### config.mk
export PLATFORM = sky130hd
export DESIGN_NAME = los_qual_ctrl
export DESIGN_NICKNAME = d
export VERILOG_FILES = /design/src/rtl/los_qual_pkg.sv /design/src/rtl/los_qual_chan.sv /design/src/rtl/los_qual_ctrl.sv
export SDC_FILE = /design/constraint.sdc
export NUM_CORES = 2
export LEC_CHECK = 0
export CAP_MARGIN = 20
export CORE_MARGIN = 8
export CORE_UTILIZATION = 62
export DETAILED_ROUTE_END_ITERATION = 10
export PLACE_DENSITY_LB_ADDON = 0.15
export SYNTH_ARGS = -nofsm -noshare
export SYNTH_HDL_FRONTEND = slang
export SYNTH_SLANG_ARGS = --single-unit
### constraint.sdc
create_clock -name iCLK_100M -period 4.2 [get_ports iCLK_100M]
set_clock_uncertainty 0.2 [all_clocks]
set_input_delay 1.26 -clock iCLK_100M [delete_from_list [all_inputs] [get_ports iCLK_100M]]
set_output_delay 1.26 -clock iCLK_100M [all_outputs]
set_load 0.02 [all_outputs]
### src/rtl/los_qual_pkg.sv
// Shared types and defaults for the LOS qualifier. The optional assert-event
// counters are enabled by defining LOS_QUAL_TRANS_CNT_EN.
package los_qual_pkg;

    typedef enum logic [1:0] {
        OK       = 2'd0,
        PEND_LOS = 2'd1,
        LOS      = 2'd2,
        PEND_OK  = 2'd3
    } los_state_e;

    localparam int   DEF_NUMCH    = 24;
    localparam int   DEF_DBWIDTH  = 16;
    localparam int   DEF_CNTWIDTH = 16;
    localparam logic RST_LEVEL    = 1'b1;

endpackage

### src/rtl/los_qual_chan.sv
// One LOS channel: synchroniser, assert/deassert debounce FSM, sticky change bit
// and, when LOS_QUAL_TRANS_CNT_EN is defined, a saturating assert-event counter.
module los_qual_chan
    import los_qual_pkg::*;
#(
    parameter int pDBWIDTH  = DEF_DBWIDTH,
    parameter int pCNTWIDTH = DEF_CNTWIDTH
) (
    input  logic                 clk,
    input  logic                 rst,
    input  logic                 los_raw,
    input  logic [pDBWIDTH-1:0]  assert_th,
    input  logic [pDBWIDTH-1:0]  deassert_th,
    input  logic                 sticky_clr,
    input  logic                 cnt_clr,
    output logic                 deb,
    output logic                 deb_reg,
    output logic                 sticky,
    output logic [pCNTWIDTH-1:0] cnt
);
    function automatic logic [pDBWIDTH-1:0] sat_inc_db(input logic [pDBWIDTH-1:0] v);
        return (&v) ? v : v + pDBWIDTH'(1);
    endfunction

    function automatic logic [pCNTWIDTH-1:0] sat_inc_cnt(input logic [pCNTWIDTH-1:0] v);
        return (&v) ? v : v + pCNTWIDTH'(1);
    endfunction

    logic                sync_p0, sync_p1;
    los_state_e          state, state_nx;
    logic [pDBWIDTH-1:0] dcnt, dcnt_nx;

    // Stage p0/p1: two-flop synchroniser
    always_ff @(posedge clk) begin
        if (rst) begin
            sync_p0 <= RST_LEVEL;
            sync_p1 <= RST_LEVEL;
        end else begin
            sync_p0 <= los_raw;
            sync_p1 <= sync_p0;
        end
    end

    // Stage p2: debounce FSM
    always_ff @(posedge clk) begin
        if (rst) begin
            state <= LOS;
            dcnt  <= '0;
        end else begin
            state <= state_nx;
            dcnt  <= dcnt_nx;
        end
    end

    always_comb begin
        state_nx = state;
        dcnt_nx  = dcnt;
        case (state)
            OK: if (sync_p1) begin
                state_nx = (assert_th == '0) ? LOS : PEND_LOS;
                dcnt_nx  = (assert_th == '0) ? '0 : pDBWIDTH'(1);
            end
            PEND_LOS: begin
                if (!sync_p1) begin
                    state_nx = OK;
                    dcnt_nx  = '0;
                end else if (dcnt >= assert_th) begin
                    state_nx = LOS;
                    dcnt_nx  = '0;
                end else begin
                    dcnt_nx  = sat_inc_db(dcnt);
                end
            end
            LOS: if (!sync_p1) begin
                state_nx = (deassert_th == '0) ? OK : PEND_OK;
                dcnt_nx  = (deassert_th == '0) ? '0 : pDBWIDTH'(1);
            end
            PEND_OK: begin
                if (sync_p1) begin
                    state_nx = LOS;
                    dcnt_nx  = '0;
                end else if (dcnt >= deassert_th) begin
                    state_nx = OK;
                    dcnt_nx  = '0;
                end else begin
                    dcnt_nx  = sat_inc_db(dcnt);
                end
            end
            default: begin
                state_nx = LOS;
                dcnt_nx  = '0;
            end
        endcase
    end

    assign deb = (state == LOS) || (state == PEND_OK);

    // Stage p3: registered debounced state and sticky; a fresh set beats a clear
    always_ff @(posedge clk) begin
        if (rst) begin
            deb_reg <= RST_LEVEL;
            sticky  <= 1'b0;
        end else begin
            deb_reg <= deb;
            sticky  <= (deb != deb_reg) | (sticky & ~sticky_clr);
        end
    end

`ifdef LOS_QUAL_TRANS_CNT_EN
    always_ff @(posedge clk) begin
        if (rst) begin
            cnt <= '0;
        end else if (deb && !deb_reg) begin
            cnt <= cnt_clr ? pCNTWIDTH'(1) : sat_inc_cnt(cnt);
        end else if (cnt_clr) begin
            cnt <= '0;
        end
    end
`else
    logic unused_cnt_clr;
    assign unused_cnt_clr = cnt_clr;
    assign cnt            = '0;
`endif

endmodule

### src/rtl/los_qual_ctrl.sv
// Per-channel LOS qualifier top: force mux, IRQ reduction and counter readback.
// Event counters are built only when LOS_QUAL_TRANS_CNT_EN is defined.
module los_qual_ctrl
    import los_qual_pkg::*;
#(
    parameter int pNUMCH    = DEF_NUMCH,
    parameter int pDBWIDTH  = DEF_DBWIDTH,
    parameter int pCNTWIDTH = DEF_CNTWIDTH
) (
    input  logic                 iCLK_100M,
    input  logic                 iRST_100M,
    input  logic [pNUMCH-1:0]    iLOS,
    input  logic [pNUMCH-1:0]    iREG_FORCE_EN,
    input  logic [pNUMCH-1:0]    iREG_FORCE_VALUE,
    input  logic [pDBWIDTH-1:0]  iREG_ASSERT_TH,
    input  logic [pDBWIDTH-1:0]  iREG_DEASSERT_TH,
    input  logic [pNUMCH-1:0]    iREG_IRQ_MASK,
    input  logic [pNUMCH-1:0]    iREG_STICKY_CLR,
    input  logic [5:0]           iREG_CNT_SEL,
    input  logic                 iREG_CNT_CLR,
    output logic [pNUMCH-1:0]    oLOS_QUAL,
    output logic [pNUMCH-1:0]    oREG_LOS_DEB,
    output logic [pNUMCH-1:0]    oREG_STICKY_CHG,
    output logic [pCNTWIDTH-1:0] oREG_TRANS_CNT,
    output logic                 oIRQ
);
    logic [pNUMCH-1:0]                deb, cnt_clr;
    logic [pNUMCH-1:0][pCNTWIDTH-1:0] cnt_all;

    for (genvar i = 0; i < pNUMCH; i++) begin : g_chan
`ifdef LOS_QUAL_TRANS_CNT_EN
        assign cnt_clr[i] = iREG_CNT_CLR && (iREG_CNT_SEL == 6'(i));
`else
        assign cnt_clr[i] = 1'b0;
`endif
        los_qual_chan #(
            .pDBWIDTH  (pDBWIDTH),
            .pCNTWIDTH (pCNTWIDTH)
        ) u_chan (
            .clk         (iCLK_100M),
            .rst         (iRST_100M),
            .los_raw     (iLOS[i]),
            .assert_th   (iREG_ASSERT_TH),
            .deassert_th (iREG_DEASSERT_TH),
            .sticky_clr  (iREG_STICKY_CLR[i]),
            .cnt_clr     (cnt_clr[i]),
            .deb         (deb[i]),
            .deb_reg     (oREG_LOS_DEB[i]),
            .sticky      (oREG_STICKY_CHG[i]),
            .cnt         (cnt_all[i])
        );
    end

    // Stage p3: force mux and IRQ; forcing never disturbs the FSM underneath
    always_ff @(posedge iCLK_100M) begin
        if (iRST_100M) begin
            oLOS_QUAL <= {pNUMCH{RST_LEVEL}};
            oIRQ      <= 1'b0;
        end else begin
            oLOS_QUAL <= (iREG_FORCE_EN & iREG_FORCE_VALUE) | (~iREG_FORCE_EN & deb);
            oIRQ      <= |(oREG_STICKY_CHG & iREG_IRQ_MASK);
        end
    end

`ifdef LOS_QUAL_TRANS_CNT_EN
    logic [pCNTWIDTH-1:0] sel_cnt;

    // Out-of-range selects fall through to zero
    always_comb begin
        sel_cnt = '0;
        for (int i = 0; i < pNUMCH; i++) begin
            if (iREG_CNT_SEL == 6'(i)) sel_cnt = cnt_all[i];
        end
    end

    always_ff @(posedge iCLK_100M) begin
        if (iRST_100M) oREG_TRANS_CNT <= '0;
        else           oREG_TRANS_CNT <= sel_cnt;
    end
`else
    logic unused_cnt;
    assign unused_cnt     = ^{iREG_CNT_SEL, iREG_CNT_CLR, cnt_all};
    assign oREG_TRANS_CNT = '0;
`endif

endmodule
---- Word level (Yosys, flattened, before mapping) ----
Index checks and enable logic that the tools add are counted.
operators by class
  reductions and logical operators ........ 123
  bitwise logic cells ..................... 77
  magnitude comparators ................... 48
  muxes and demuxes ....................... 364
  equal/unequal tests ..................... 192
  add/subtract/negate cells ............... 24
operator list
  cell                     count
  $mux W16                 168
  $pmux W16 S4             24
  $ge A16 B16 Y1           48
  $add A16 B1 Y16 const B  24
  $reduce_and A16 Y1       24
  $mux W2                  146
  $pmux W2 S4              24
  $eq A2 B2 Y1 const B     48
  $reduce_and A4 Y1        24
  $and A24 B24 Y24         3
  $ne A3 B1 Y1 const B     24
  $ne A3 B3 Y1 const B     24
  $eq A2 B1 Y1 const B     24
  $logic_not A2 Y1         24
  $ne A2 B1 Y1 const B     24
  $ne A2 B2 Y1 const B     24
  $reduce_and A2 Y1        24
  $logic_not A16 Y1        2
  $and A1 B1 Y1            24
  $logic_or A1 B1 Y1       24
  $ne A1 B1 Y1             24
  $not A1 Y1               24
  $not A24 Y24             1
  $or A1 B1 Y1             24
  3 further kinds          4
word-level totals
  bits of input ports ..................... 161
  logic and storage cells ................. 974
  flip-flop bits (word level) ............. 553

---- Longest topological paths before layout ----
  word-level depth ........................ 5
  mapped depth ............................ 12

---- By module ----
A second synthesis with hierarchy kept.
second synthesis, totals
  cell total of the unflattened synthesis .. 6,617
  area total of the unflattened synthesis .. 53,391.2 um^2
by module, submodules not included
  module                                cells an instance  area an instance (um^2)  times used
  los_qual_chan (g_chan[0].u_chan ...)  271                2,184.6                  22
  los_qual_chan (g_chan[9].u_chan)      272                2,137.0                  1
  los_qual_chan (g_chan[8].u_chan)      274                2,102.0                  1
  los_qual_ctrl                         109                1,091.0                  1

---- Worst setup path before layout ----
OpenSTA, ideal clock, no wires.
  kind .................................... input to register
  start ................................... in iREG_ASSERT_TH[13]
  end ..................................... reg g_chan[4].u_chan.dcnt[4]
  data required time ...................... 3.907 ns
  stages on the path ...................... 11
  library setup time ...................... 0.093 ns
  data arrival time ....................... 3.647 ns
  buffers on the path ..................... 1
  slack ................................... 0.260 ns
  cell sequence ........................... inv_1 -> ha_1 -> a211oi_1 -> o211ai_1 -> a2111oi_0 -> o31a_1 -> o21ai_2 -> a21oi_2 -> buf_4 -> nand2_1 -> o311ai_2
between the ends
  word-level cells in the longest chain between the ends .. 4
ends and longest elaborated chain
  item                  RTL line             RTL
  start, declared       los_qual_ctrl.sv:15  input logic [pDBWIDTH-1:0] iREG_ASSERT_TH,
  $ge A16 B16 Y1        los_qual_chan.sv:67  end else if (dcnt >= assert_th) begin
  $mux W16              los_qual_chan.sv:67
  $mux W16              los_qual_chan.sv:64  if (!sync_p1) begin
  $pmux W16 S4          los_qual_chan.sv:58  case (state)
  end signal, assigned  los_qual_chan.sv:51  dcnt <= dcnt_nx;
  end, declared         los_qual_chan.sv:31  logic [pDBWIDTH-1:0] dcnt, dcnt_nx;
Every way passes these cells.
A chain may end at the register's enable or synchronous reset.

---- Worst setup path after layout ----
  start ................................... in iREG_ASSERT_TH[12]
  end ..................................... reg g_chan[3].u_chan.dcnt[0]
between the ends
  word-level cells in the longest chain between the ends .. 4
  elaborated cells between the ends (all ways) .. 7
ends and longest elaborated chain
  item                                                        RTL line
  $ge A16 B16 Y1 / $logic_not A16 Y1 (equally long branches)  los_qual_chan.sv:67, los_qual_chan.sv:61
  $mux W16 / $mux W1 (equally long branches)                  los_qual_chan.sv:67, los_qual_chan.sv:61
  $mux W16, on equally long branches                          los_qual_chan.sv:64, los_qual_chan.sv:59
  $pmux W16 S4 *                                              los_qual_chan.sv:58
  end signal, assigned                                        los_qual_chan.sv:51
  end, declared                                               los_qual_chan.sv:31
Every way passes the cells marked *; elsewhere a longest branch is shown, timed or not. The select of a mux whose other input is x is not followed.

==> results.md <==
- Top cell type's share of synthesized area: 0.249
- Fin. Hold Viols: 0
- Post-synth EDFFs: 0
- RR Startpoint: g_chan[15].u_chan.dcnt[0]
- Register bit count reported by yosys: 553
- Crit path time final: 4.11 ns
- TNS Setup: 0 ns
- DRT Pass-1 Iters: 8
- CTS Sinks: 553
- Mean Syn Cell Area: 8.18 µm²
- R2R depth: 10
- Setup violators final: 0
- Hold/Removal Path Class: reg -> reg
- Fin worst setup slack: 0.0862 ns
- Row count: 98
- Cell Int Power: 9.58 mW
- Hpwl dp: 109000 µm
- Register with the most flip-flops: g_chan.u_chan.dcnt
- Synthesized instance count: 5436
- Pleak: 22.8 nW
- CTS Buffer Depth: 3
- Final Cell Area: 52300 µm²
- Final wirelength: 148000 µm
- WS Path Type: in -> reg
- Core area: 71200 µm²
- Share of cells above drive strength 1: 0.107
- Largest net degree at the start of global routing: 72
- GRT met3 Usage: 0.0630
- 1st-iter DRT viols: 4375
- Rel. slew slack: 0.296
- Clock root buffer: clkbuf_16
- Clock transition at the registers of the reported paths: 0.06 ns
- Worst vdd ir: 0.265 mV
- Total die area: 80500 µm²
- Reg-to-reg endpoint: g_chan[15].u_chan.dcnt[5]
- Met1 GRT Util: 0.447
- H-tree levels: 3
- Vias in the first global route: 42500
- Drt drc: 0
- Gr usage total: 0.349
- CP Capture Type: register
- Worst Setup SP: iREG_ASSERT_TH[12]
- DP Area: 50000 µm²
- Synth Cell Area: 44400 µm²
- Period utilization: 0.979
- Area contributors post-synth: dfxtp_1 25%, ha_1 22%, a21oi_1 4.8%, nand2_1 4.3%, o21ai_0 3.2%
- CP arrival: 4.46 ns
- WP data required: 4.54 ns
- Initial antenna violation count: 1
- DIE HEIGHT: 284 µm
- Fraction of registers with async set/reset: 0
- CP Max Fanout: 7
- Via count: 45500
- Slew Limit Fails: 0
- IO Port Bufs: 226
- Overflow after GRT: 0
- RSZ-0062 raised after global routing: false
- Max FFs per register: 384
- First-pass GRT wire length: 231000 µm
- Fmax achieved: 0.243 GHz
- Commonest non-fill, non-tap cell in the layout: ha_1
- Most frequent cells in the layout: 792 x ha_1, 553 x dfxtp_1, 513 x nand2_1
- Most used DFF post-synth: dfxtp_1
- Number of buffers added for setup after CTS: 0
- IO Pins: 250
- Final ANT Viol Nets: 0
- Pre-CTS WS: -0.522 ns
- Per-cell routed wire length: 21.6 µm
- Sequential share of the synthesized area: 0.249
- Crit start category: primary input
- Gr busiest metal: met2
- R2R setup slack: 0.78 ns
- Vias/cell: 6.63
- Syn-to-layout area delta: 17.6%
- Crit path to: g_chan[3].u_chan.dcnt[0]
- Pwr Density: 253 nW/µm²
- Comb power frac: 0.136
- Distinct cells, synth: 99
- Max-Cap Viols: 0
- Starting Density: 0.624
- Outcome: completed
- Diodes inserted: 0
- Cts bufs inserted: 67
- Seq pwr share: 0.408
- GPL Wtd Cong: 0.956
- Post-synth top area cell: dfxtp_1
- Sw frac: 0.276
- Worst-Margin Slew: 1.05 ns
- Biggest regs: g_chan.u_chan.dcnt: 384 flops, g_chan.u_chan.state: 48 flops
- Layout Nets: 6819
- TritonCTS clock tree: yes
- P_sw: 3.64 mW
- Clock Power Share: 0.455
- GR Util met2: 0.560
- Clk Latency, worst-skew pair: 0.62 ns
- Die width: 284 µm
- Syn. warnings: 0
-- cells in the mapped netlist, types with 85 or more instances --
master	instances
ha_1	792
dfxtp_1	553
nand2_1	514
a21oi_1	430
nor2_1	355
o21ai_0	287
nand3_1	234
inv_1	168
nand4_1	168
nor3_1	166
a21o_1	148
a31oi_1	120
nand2b_1	106
a211oi_1	92
clkbuf_1	91
or2_2	86
and3_1	85
-- metrics by stage --
| step | power (mW) | utilization | hold slack (ns) | std cells |
|---|---|---|---|---|
| floorplan | 6.41 | - | 0.189 | 5451 |
| global placement | 7.20 | 0.702 | 0.190 | 6745 |
| detailed placement | 7.26 | 0.702 | 0.193 | 6746 |
| CTS | 13.2 | 0.733 | 0.208 | 6862 |
| global route | 13.6 | 0.734 | 0.216 | 6863 |
| finish | 13.2 | 0.734 | 0.207 | 6863 |
-- logic make-up after synthesis --
group           Yosys count  share of synthesized area
simple gates           1996                      0.228
fa+ha+maj               792                      0.223
flops                   553                      0.249
compound gates         1579                      0.233
xor+xnor                 62                     0.0122
other cells               1                  0.0000844
buf+inv                 400                     0.0426
mux                      53                     0.0119
-- layout make-up --
type | count | area (µm²)
clock buffers | 87 | 1850
clock inverters | 29 | 369
repair buffers | 577 | 5570
inverters | 168 | 636
flip-flops and latches | 553 | 11100
multi-input cells | 4499 | 31600
fillers | 5585 | 19000
well taps | 950 | 1190
-- per-layer routing --
layer  routed length (µm)  vias to the layer above
met5                    0                        -
met2                65200                     2249
met3                14700                      484
met4                 8010                        0
met1                60300                    21300
li1                     -                    21500
-- critical path, stage by stage --
cell             delay (ns)
clkdlybuf4s50_1        0.53
inv_2                  0.18
buf_4                  0.20
buf_4                  0.16
ha_1                   0.19
a21o_1                 0.15
a21o_1                 0.16
a2111oi_1              0.54
nand4b_1               0.31
nand2_1                0.25
buf_4                  0.18
o221ai_1               0.13
a21oi_1                0.20
-- worst min-delay path by stage --
stage | endpoint | depth (start not counted) | start | slack, ns
detailed placement | g_chan[3].u_chan.sync_p1 | 1 | g_chan[3].u_chan.sync_p0 | 0.19
global route | g_chan[20].u_chan.sync_p1 | 1 | g_chan[20].u_chan.sync_p0 | 0.22
CTS | g_chan[3].u_chan.sync_p1 | 1 | g_chan[3].u_chan.sync_p0 | 0.21
floorplan | g_chan[0].u_chan.sync_p1 | 1 | g_chan[0].u_chan.sync_p0 | 0.19
global placement | g_chan[23].u_chan.sync_p1 | 1 | g_chan[23].u_chan.sync_p0 | 0.19
finish | g_chan[3].u_chan.sync_p1 | 1 | g_chan[3].u_chan.sync_p0 | 0.21
-- repair_timing --
item,4_1_cts,5_1_grt
setup endpoints to repair,0,45
hold buffers,0,0
gates resized for setup,0,8
-- power groups by stage --
| stage | clock network, mW | logic [mW] | registers (mW) |
|---|---|---|---|
| 6_report | 6.02 | 1.80 | 5.40 |
| 5_1_grt | 6.29 | 1.94 | 5.40 |
| 4_1_cts | 6.07 | 1.76 | 5.39 |
| 3_5_place_dp | 0 | 1.75 | 5.51 |
| 3_3_place_gp | 0 | 1.69 | 5.51 |
| 2_1_floorplan | 0 | 0.926 | 5.48 |
Note: power is estimated with default switching activity, not from simulation.
